## config.mk

```make
export PLATFORM = sky130hd
export DESIGN_NAME = pwm_multichannel
export DESIGN_NICKNAME = d
export VERILOG_FILES = /design/src/rtl/pkg_sfrs_definition.sv /design/src/rtl/pwm_mc_cmp.sv /design/src/rtl/pwm_multichannel.sv
export SDC_FILE = /design/constraint.sdc
export NUM_CORES = 2
export LEC_CHECK = 0
export ABC_AREA = 1
export BUFFER_PORTS_ARGS = -buffer_cell sky130_fd_sc_hd__buf_2
export CAP_MARGIN = 20
export CORE_MARGIN = 2
export CORE_UTILIZATION = 45
export DETAILED_ROUTE_END_ITERATION = 10
export PLACE_DENSITY = 0.6
export SYNTH_ARGS = -nofsm -noshare
export SYNTH_HDL_FRONTEND = slang
export SYNTH_SLANG_ARGS = --single-unit
```

## constraint.sdc

```tcl
create_clock -name sys_clk -period 65.1 [get_ports sys_clk]
set_clock_uncertainty 0.05 [all_clocks]
set_input_delay 3.255 -clock sys_clk [delete_from_list [all_inputs] [get_ports sys_clk]]
set_output_delay 3.255 -clock sys_clk [all_outputs]
set_load 0.02 [all_outputs]
```

## src/rtl/pkg_sfrs_definition.sv

```systemverilog
`default_nettype none
// +----------------------------------------------------------------------------+
// | Package : pkg_sfrs_definition                                              |
// | Brief   : Shared SFR-side types for the multi-channel PWM peripheral.      |
// | Rev     : 1.0 - initial release                                            |
// +----------------------------------------------------------------------------+
package pkg_sfrs_definition;

  localparam int unsigned c_PWM_MC_MAX_CH = 8;

  typedef enum logic [1:0] {
    PWM_MC_OFF  = 2'd0,
    PWM_MC_UP   = 2'd1,
    PWM_MC_DOWN = 2'd2
  } pwm_mc_state_e;

  localparam logic [1:0] c_ST_OFF  = PWM_MC_OFF;
  localparam logic [1:0] c_ST_UP   = PWM_MC_UP;
  localparam logic [1:0] c_ST_DOWN = PWM_MC_DOWN;

  // Sized for the largest channel count; narrower instances use the low bits.
  typedef struct packed {
    logic                       on;
    logic                       soft_rst;
    logic                       ld;
    logic                       center;
    logic [c_PWM_MC_MAX_CH-1:0] pol;
    logic [c_PWM_MC_MAX_CH-1:0] oen;
    logic                       ld_busy;
    logic                       prm_p;
  } pwm_mc_ctrl_t;

endpackage
`default_nettype wire

```

## src/rtl/pwm_mc_cmp.sv

```systemverilog
`default_nettype none
// +----------------------------------------------------------------------------+
// | Module : pwm_mc_cmp                                                        |
// | Brief  : One PWM channel: active duty/phase, compare, output and dcm pulse. |
// | Rev    : 1.0 - initial release                                             |
// +----------------------------------------------------------------------------+
module pwm_mc_cmp
  import pkg_sfrs_definition::*;
#(
  parameter int CNT_W = 16
) (
  input  logic             clk,
  input  logic             rst,
  input  logic             i_load,
  input  logic [CNT_W-1:0] i_dc_sh,
  input  logic [CNT_W-1:0] i_ph_sh,
  input  logic [CNT_W-1:0] i_cnt,
  input  logic [CNT_W-1:0] i_pr,
  input  logic             i_run,
  input  logic             i_ctr,
  input  logic             i_down,
  input  logic             i_pol,
  input  logic             i_oen,
  output logic             o_pwm,
  output logic             o_dcm
);

  localparam logic [CNT_W:0] c_ONE_W1 = {{CNT_W{1'b0}}, 1'b1};

  logic [CNT_W-1:0] r_dc_q, r_ph_q;
  logic [CNT_W-1:0] w_dc_d, w_ph_d;
  logic             r_act_q, r_pwm_q, r_dcm_q;
  logic             w_act_d, w_pwm_d, w_dcm_d;
  logic [CNT_W:0]   w_pr1, w_phm, w_raw, w_pos;
  logic             w_edge_act, w_ctr_act;

  // Position inside the period relative to the phase offset, kept in CNT_W+1 bits.
  always_comb begin
    w_pr1      = {1'b0, i_pr} + c_ONE_W1;
    w_phm      = {1'b0, r_ph_q} % w_pr1;
    w_raw      = {1'b0, i_cnt} + w_pr1 - w_phm;
    w_pos      = (w_raw >= w_pr1) ? (w_raw - w_pr1) : w_raw;
    w_edge_act = (w_pos < {1'b0, r_dc_q});
    w_ctr_act  = i_down ? (i_cnt <= r_dc_q) : (i_cnt < r_dc_q);
    w_act_d    = i_run & (i_ctr ? w_ctr_act : w_edge_act);
    w_pwm_d    = i_oen ? (w_act_d ^ i_pol) : i_pol;
    w_dcm_d    = r_act_q & ~w_act_d;
    w_dc_d     = i_load ? i_dc_sh : r_dc_q;
    w_ph_d     = i_load ? i_ph_sh : r_ph_q;
  end

  always_ff @(posedge clk) begin
    if (rst) begin
      r_dc_q  <= '0;
      r_ph_q  <= '0;
      r_act_q <= 1'b0;
      r_pwm_q <= 1'b0;
      r_dcm_q <= 1'b0;
    end else begin
      r_dc_q  <= w_dc_d;
      r_ph_q  <= w_ph_d;
      r_act_q <= w_act_d;
      r_pwm_q <= w_pwm_d;
      r_dcm_q <= w_dcm_d;
    end
  end

  assign o_pwm = r_pwm_q;
  assign o_dcm = r_dcm_q;

endmodule
`default_nettype wire

```

## src/rtl/pwm_multichannel.sv

```systemverilog
`default_nettype none
// +----------------------------------------------------------------------------+
// | Module : pwm_multichannel                                                  |
// | Brief  : Shared timebase, OFF/UP/DOWN FSM and shadow load for CH_NUM PWMs. |
// | Rev    : 1.0 - initial release                                             |
// +----------------------------------------------------------------------------+
module pwm_multichannel
  import pkg_sfrs_definition::*;
#(
  parameter int CH_NUM = 4,
  parameter int CNT_W  = 16
) (
  input  logic                    sys_clk,
  input  logic                    sys_rst,
  input  logic                    cnt_tick,
  input  logic                    on,
  input  logic                    soft_rst,
  input  logic                    ld,
  input  logic                    center,
  input  logic [CNT_W-1:0]        pr_sh,
  input  logic [CH_NUM*CNT_W-1:0] dc_sh,
  input  logic [CH_NUM*CNT_W-1:0] ph_sh,
  input  logic [CH_NUM-1:0]       pol,
  input  logic [CH_NUM-1:0]       oen,
  output logic [CH_NUM-1:0]       pwm_o,
  output logic [CNT_W-1:0]        tmr_val,
  output logic                    ld_busy,
  output logic                    prm_p,
  output logic [CH_NUM-1:0]       dcm_p
);

  localparam logic [CNT_W-1:0] c_CNT_ONE = {{(CNT_W-1){1'b0}}, 1'b1};

  logic [1:0]       r_state_q, w_state_d;
  logic [CNT_W-1:0] r_cnt_q, w_cnt_d;
  logic [CNT_W-1:0] r_pr_q, w_pr_d;
  logic             r_ctr_q, w_ctr_d;
  logic             r_ld_busy_q, w_busy_d;
  logic             r_prm_q, w_prm_d;
  logic             w_load, w_wrap, w_off, w_ctr_eff, w_run;

  assign w_off     = (r_state_q == c_ST_OFF);
  assign w_run     = ~w_off & on;
  // Center mode with a zero period degenerates to the edge-mode wrap.
  assign w_ctr_eff = r_ctr_q & (r_pr_q != '0);

  always_comb begin
    w_state_d = r_state_q;
    w_cnt_d   = r_cnt_q;
    w_pr_d    = r_pr_q;
    w_ctr_d   = r_ctr_q;
    w_busy_d  = r_ld_busy_q | ld;
    w_prm_d   = 1'b0;
    w_load    = 1'b0;
    w_wrap    = 1'b0;
    if (!on) begin
      w_state_d = c_ST_OFF;
      w_cnt_d   = '0;
      if (w_off) begin
        w_ctr_d = center;
        w_load  = w_busy_d;
      end
    end else if (w_off) begin
      w_state_d = c_ST_UP;
      w_cnt_d   = '0;
      w_ctr_d   = center;
      w_load    = w_busy_d;
    end else if (soft_rst) begin
      w_state_d = c_ST_UP;
      w_cnt_d   = '0;
    end else if (cnt_tick) begin
      if (!w_ctr_eff) begin
        if (r_cnt_q >= r_pr_q) w_wrap = 1'b1;
        else                   w_cnt_d = r_cnt_q + c_CNT_ONE;
      end else if (r_state_q == c_ST_UP) begin
        if (r_cnt_q >= r_pr_q - c_CNT_ONE) begin
          w_state_d = c_ST_DOWN;
          w_cnt_d   = r_pr_q;
        end else begin
          w_cnt_d = r_cnt_q + c_CNT_ONE;
        end
      end else begin
        if (r_cnt_q <= c_CNT_ONE) w_wrap = 1'b1;
        else                      w_cnt_d = r_cnt_q - c_CNT_ONE;
      end
      if (w_wrap) begin
        w_state_d = c_ST_UP;
        w_cnt_d   = '0;
        w_prm_d   = 1'b1;
        w_ctr_d   = center;
        w_load    = w_busy_d;
      end
    end
    if (w_load) begin
      w_pr_d   = pr_sh;
      w_busy_d = 1'b0;
    end
  end

  always_ff @(posedge sys_clk) begin
    if (sys_rst) begin
      r_state_q   <= c_ST_OFF;
      r_cnt_q     <= '0;
      r_pr_q      <= '0;
      r_ctr_q     <= 1'b0;
      r_ld_busy_q <= 1'b0;
      r_prm_q     <= 1'b0;
    end else begin
      r_state_q   <= w_state_d;
      r_cnt_q     <= w_cnt_d;
      r_pr_q      <= w_pr_d;
      r_ctr_q     <= w_ctr_d;
      r_ld_busy_q <= w_busy_d;
      r_prm_q     <= w_prm_d;
    end
  end

  for (genvar i = 0; i < CH_NUM; i++) begin : g_ch
    pwm_mc_cmp #(
      .CNT_W (CNT_W)
    ) u_cmp (
      .clk     (sys_clk),
      .rst     (sys_rst),
      .i_load  (w_load),
      .i_dc_sh (dc_sh[i*CNT_W +: CNT_W]),
      .i_ph_sh (ph_sh[i*CNT_W +: CNT_W]),
      .i_cnt   (r_cnt_q),
      .i_pr    (r_pr_q),
      .i_run   (w_run),
      .i_ctr   (w_ctr_eff),
      .i_down  (r_state_q == c_ST_DOWN),
      .i_pol   (pol[i]),
      .i_oen   (oen[i]),
      .o_pwm   (pwm_o[i]),
      .o_dcm   (dcm_p[i])
    );
  end

  assign tmr_val = r_cnt_q;
  assign ld_busy = r_ld_busy_q;
  assign prm_p   = r_prm_q;

endmodule
`default_nettype wire

```

# Word-level counts from Yosys, hierarchy flattened
# Cells that the tools add are included.
# word_totals
input_bits	159
register_bits	177
word_cells	160
output_inout_bits	26
# op_classes
addsub	13
mux	50
n_reduce_logical	20
eq_ne	5
div	4
n_bitwise	22
magnitude_cmp	19
# ops
op	n
$sub A17 B17 Y17	8
$mux W16	6
$ge A17 B17 Y1	4
$lt A17 B16 Y1	4
$mod A16 B17 Y17	4
$mux W17	4
$le A16 B16 Y1	4
$lt A16 B16 Y1	4
$mux W1	36
$ge A16 B16 Y1	2
$sub A16 B1 Y16 const B	2
$add A16 B1 Y17 const B	1
$add A16 B17 Y17	1
$add A16 B1 Y16 const B	1
$le A16 B1 Y1 const B	1
$reduce_bool A16 Y1	1
$reduce_and A4 Y1	3
$reduce_bool A2 Y1	6
$reduce_bool A4 Y1	3
$and A1 B1 Y1	10
$mux W2	4
$not A1 Y1	7
$reduce_or A5 Y1	1
$ne A4 B4 Y1 const B	1
other kinds (11)	15

# Depth between registers and ports, before layout
# logic_depth
ltp_word	14
mapped_depth	329
depth_no_buf	320

# Modules after synthesis
# A second synthesis with hierarchy kept.
# hier_totals
cells_unflattened	7980
hier_area_um2	51160.3
# by_module_without_submodules
module	instances	seq_area_each_um2	area_each_um2	cells_each
pwm_mc_cmp (g_ch[1].u_cmp)	1	700.7	11976.5	1846
pwm_mc_cmp (g_ch[2].u_cmp)	1	700.7	11843.9	1828
pwm_mc_cmp (g_ch[3].u_cmp)	1	700.7	11838.9	1832
pwm_mc_cmp (g_ch[0].u_cmp)	1	700.7	11753.8	1859
pwm_multichannel	1	740.7	3747.3	615

# Worst setup path after synthesis
# Ideal clock, no wire load.
# synth_timing
path_type	reg2reg
start	register r_pr_q[0]
end	register g_ch[1].u_cmp.r_pwm_q
stages_incl_launch_ff	296
arrival_time_ns	40.143
required_time_ns	64.986
setup_ns	0.064
path_slack_ns	24.843
synth_period_minus_slack_ns	40.257
path_buffers	15
cell_sequence	dfxtp_1 > inv_4 > ha_1 > inv_1 > ha_1 > o21a_1 > nor2_1 > nor2_1 > nand3_1 > nand2_1 > o21ai_1 > inv_1 > ha_1 > o21a_1 > or2_2 > nand2_1 > nand2_1 > nand4_1 > [... 260 more ...] > o21ai_0 > ha_1 > a21oi_1 > nor2_1 > a211oi_1 > nor3_1 > a2111oi_0 > a211o_1 > o211ai_1 > nand3_1 > nand2_1 > a211oi_1 > nand2_1 > nand2_1 > nand3_1 > nand2_1 > inv_1 > nor2_1
# synth_via
elab_chain_cells	10
word_cells_on_any_way	14
cone_classes	4 x add/sub; 1 x div; 2 x order compare; 3 x mux; 3 x bitwise; 1 x reduce/logical
# synth_lines
item	line_no	text
from (decl)	pwm_multichannel.sv:36	logic [CNT_W-1:0] r_pr_q, w_pr_d;
from (signal assigned)	pwm_multichannel.sv:111	r_pr_q <= w_pr_d;
$add A16 B1 Y17	pwm_mc_cmp.sv:39	w_pr1 = {1'b0, i_pr} + c_ONE_W1;
$mod A16 B17 Y17 / $add A16 B17 Y17 (equally long branches)	pwm_mc_cmp.sv:40, pwm_mc_cmp.sv:41	
$sub A17 B17 Y17	pwm_mc_cmp.sv:41	w_raw = {1'b0, i_cnt} + w_pr1 - w_phm;
$sub A17 B17 Y17 / $ge A17 B17 Y1 (equally long branches)	pwm_mc_cmp.sv:42	w_pos = (w_raw >= w_pr1) ? (w_raw - w_pr1) : w_raw;
$mux W17	pwm_mc_cmp.sv:42	
$lt A17 B16 Y1	pwm_mc_cmp.sv:43	w_edge_act = (w_pos < {1'b0, r_dc_q});
$mux W1 (*)	pwm_mc_cmp.sv:45	w_act_d = i_run & (i_ctr ? w_ctr_act : w_edge_act);
$and A1 B1 Y1 (*)	pwm_mc_cmp.sv:45	
$xor A1 B1 Y1 (*)	pwm_mc_cmp.sv:46	w_pwm_d = i_oen ? (w_act_d ^ i_pol) : i_pol;
$mux W1 (*)	pwm_mc_cmp.sv:46	
to (signal assigned)	pwm_mc_cmp.sv:63	r_pwm_q <= w_pwm_d;
to (decl)	pwm_mc_cmp.sv:32	logic r_act_q, r_pwm_q, r_dcm_q;
# Every way passes the cells marked *; elsewhere a longest branch is shown, timed or not.
# A chain may end at the register's enable or synchronous reset.

# Worst setup path after layout
# layout_timing
start	register r_pr_q[1]
end	register g_ch[0].u_cmp.r_pwm_q
# layout_via
elab_chain_cells	10
word_cells_on_any_way	14
cone_classes	4 x add/sub; 1 x div; 2 x order compare; 3 x mux; 3 x bitwise; 1 x reduce/logical
# layout_lines
item	line_no
$add A16 B1 Y17	pwm_mc_cmp.sv:39
$mod A16 B17 Y17 / $add A16 B17 Y17 (equally long branches)	pwm_mc_cmp.sv:40, pwm_mc_cmp.sv:41
$sub A17 B17 Y17	pwm_mc_cmp.sv:41
$sub A17 B17 Y17 / $ge A17 B17 Y1 (equally long branches)	pwm_mc_cmp.sv:42
$mux W17	pwm_mc_cmp.sv:42
$lt A17 B16 Y1	pwm_mc_cmp.sv:43
$mux W1 (*)	pwm_mc_cmp.sv:45
$and A1 B1 Y1 (*)	pwm_mc_cmp.sv:45
$xor A1 B1 Y1 (*)	pwm_mc_cmp.sv:46
$mux W1 (*)	pwm_mc_cmp.sv:46
to (signal assigned)	pwm_mc_cmp.sv:63
to (decl)	pwm_mc_cmp.sv:32
# Marks and branches as above.

==> metrics <==
Worst-Skew Late Latency approximately 0.55 ns; final hold violations 0; GRT Overall Usage around 29%; synth warn 0; Root Buffer clkbuf_16; Post-CTS Resized 0; clk buf depth 2; largest net degree at the start of global routing 90; syn nets 8359; initial antenna violation count 1; Slowest-stage cell, CP a21oi_1; grt total ovfl 0; vias approximately 47000; Synth Cell Area approximately 47000 um^2; Post-CTS Setup Inserts 0; Final Setup Violations 0; cts bufs inserted 17; DR vias/cell 5.46; outcome finished, final reports clean; critical path required time approximately 66 ns; layout cells sized above 1 8.59%; CTS Hold Buffers Added 0; most frequent CP cell nand2_1; Post-synth EDFFs 0; # rows approximately 120; leading cell types in the layout, fill and taps excluded 1433 x nand2_1, 929 x ha_1, 887 x inv_1; Post-DRT Antenna Nets 0; Syn Inst Count roughly 7300; crit end category flip-flop; relative slew slack between 20% and 30%; FF-to-FF path depth 280; n_diodes 0; die width approximately 330 um; RSZ-0062 raised after global routing false; worst hold start g_ch[0].u_cmp.r_act_q; IO Count roughly 190; Tcrit/Tclk final about three quarters; fmax 20.8 MHz; Setup TNS 0 ns; CTS tree yes; Area growth syn-to-layout 5.69%; routability cong. 0.961; drt first pass iters 8; detailed-route wire length about 160 mm; core outline area approximately 100000 um^2; sequential area share after synthesis roughly 7.5%; iteration-0 DRC count of the detailed router roughly 3300; HPWL after DPL approximately 120 mm; Synth async-reset ratio 0%; post-synthesis register bit count around 180; Mean Syn Cell Area approximately 6.5 um^2; Worst-Margin Slew roughly 1.1 ns; slowest cell delay on critical path 0.76 ns; Worst-path clk slew ~0.11 ns; FF-to-FF Start r_pr_q[1]; Vert. Die Dim 328 um; Starting Density 45.5%; CTS Sinks roughly 180; H-tree Lvls 4; post-synth cell types 76; Die ar. 107000 um^2; drt wl/cell about 18 um; reg-to-reg critical path endpoint g_ch[0].u_cmp.o_pwm; leading post-synthesis cells by cell area ha_1 25%, nand2_1 11%, dfxtp_1 7.5%; Min-Delay Path Class reg2reg; Startpoint Class flip-flop; top-area cell type share of the netlist area roughly 25%; Hold Path End g_ch[0].u_cmp.o_dcm; Min Clock Period, post-route between 40 and 50 ns; fin nets between 8000 and 9000; ys flop type dfxtp_1; Max Slew Vio Count 0; commonest non-fill, non-tap cell in the layout nand2_1; vias in the first global route around 44000; Critical Path Fanout Max 33; IO Port Bufs roughly 180; reg2reg setup slack 17.01 ns; Critical Path AT around 49 ns; Max-Cap Viols 0; worst setup path class reg2reg; # DRC 0; first-pass GRT wire length between 200 and 250 mm; cell taking the most area after synthesis ha_1; worst hold path stage count 2
## area by class of cell
type                    instances  area, um^2
repair buffers                251        1470
fillers                     10800       53900
clock buffers                  17         425
inverters                     939        3560
multi-input cells            5925       38900
clock inverters                15         216
flip-flops and latches        177        3550
well taps                    1380        1730
## cell families (layout without fill, tap and decap cells)
kind of cell / count (synthesis) / after routing / synth area share, %
adder cells (fa/ha/maj): 942 / 942 / 25.2
buffers and inverters: 1156 / 1222 / 10.0
multiplexers: 2 / 2 / 0.0424
AO/OA/AOI/OAI: 1825 / 1825 / 22.9
AND/OR/NAND/NOR: 2579 / 2579 / 23.6
flip-flops: 177 / 177 / 7.51
XOR/XNOR: 577 / 577 / 10.7
## worst max path at each step
stage / depth (start not counted) / start / slack, ns / endpoint
floorplan: 295 / r_pr_q[0] / 24.84 / g_ch[1].u_cmp.o_pwm
global placement: 282 / r_pr_q[0] / 17.94 / g_ch[0].u_cmp.o_pwm
detailed placement: 280 / r_pr_q[0] / 17.73 / g_ch[0].u_cmp.o_pwm
CTS: 280 / r_pr_q[1] / 17.53 / g_ch[0].u_cmp.o_pwm
global route: 283 / r_pr_q[1] / 11.50 / g_ch[0].u_cmp.o_pwm
finish: 280 / r_pr_q[1] / 17.01 / g_ch[0].u_cmp.o_pwm
## state kept, by name, indices dropped and copies added, names as in the netlist
name and count:
g_ch.u_cmp.r_ph_q 64, g_ch.u_cmp.o_pwm 4, r_pr_q 16, r_ctr_q 1
g_ch.u_cmp.r_dc_q 64, r_state_q 2, g_ch.u_cmp.r_act_q 4, g_ch.u_cmp.o_dcm 4
ld_busy 1, tmr_val 16, prm_p 1
## synth_stat cells (10+ instances only)
| cell type | instances |
|---|---|
| nand2_1 | 1433 |
| ha_1 | 929 |
| inv_1 | 898 |
| a21oi_1 | 583 |
| o21ai_0 | 556 |
| nor2_1 | 539 |
| xor2_1 | 360 |
| nand3_1 | 243 |
| xnor2_1 | 217 |
| dfxtp_1 | 177 |
| o21bai_1 | 140 |
| clkbuf_1 | 139 |
| o21ai_1 | 136 |
| a21o_1 | 94 |
| o21ai_2 | 85 |
| nor3_1 | 64 |
| nand4_1 | 63 |
| or2_2 | 63 |
| nand2_2 | 51 |
| o31ai_1 | 34 |
| a21oi_2 | 33 |
| a31oi_1 | 31 |
| inv_2 | 26 |
| buf_2 | 25 |
| nor4_1 | 24 |
| buf_4 | 23 |
| a211oi_1 | 21 |
| o21a_1 | 20 |
| o221ai_1 | 18 |
| and2_1 | 16 |
| nand2_4 | 16 |
| nand3b_1 | 15 |
| buf_6 | 14 |
| o211ai_1 | 14 |
| fa_1 | 13 |
| nor2_2 | 12 |
| clkbuf_8 | 11 |
| clkinv_1 | 10 |
## worst max-delay path, delay by kind of cell (launching register included)
family                   cells  cell delay, ns
XOR/XNOR                     1            0.30
flip-flops                   1            0.45
buffers and inverters       44            6.45
AO/OA/AOI/OAI              120           22.19
AND/OR/NAND/NOR             95           12.19
adder cells (fa/ha/maj)     20            6.35
## routing by layer
metal  wire length, um  up-vias  GRT usage (%)  share of wire [%]
met5                 0        -              0                  0
met4              4920        0           8.49                3.1
li1                  -    24500              -                  -
met3              8130      215           2.58                5.2
met2             70300     1123           47.7                 45
met1             74300    21600           39.2                 47
## per-stage QoR
stage	hold slack [ns]	util [%]	std cells	area (um^2)	setup slack (ns)
floorplan	0.352	-	7258	47200	24.84
global placement	0.360	47.4	8671	49200	17.94
detailed placement	0.363	47.4	8671	49200	17.73
CTS	0.368	48.0	8703	49900	17.53
global route	0.393	48.0	8704	49900	11.50
finish	0.370	48.0	8704	49900	17.01
Power is not shown: default switching activity piles up to over one toggle a cycle in this logic, so the estimate is an artifact.
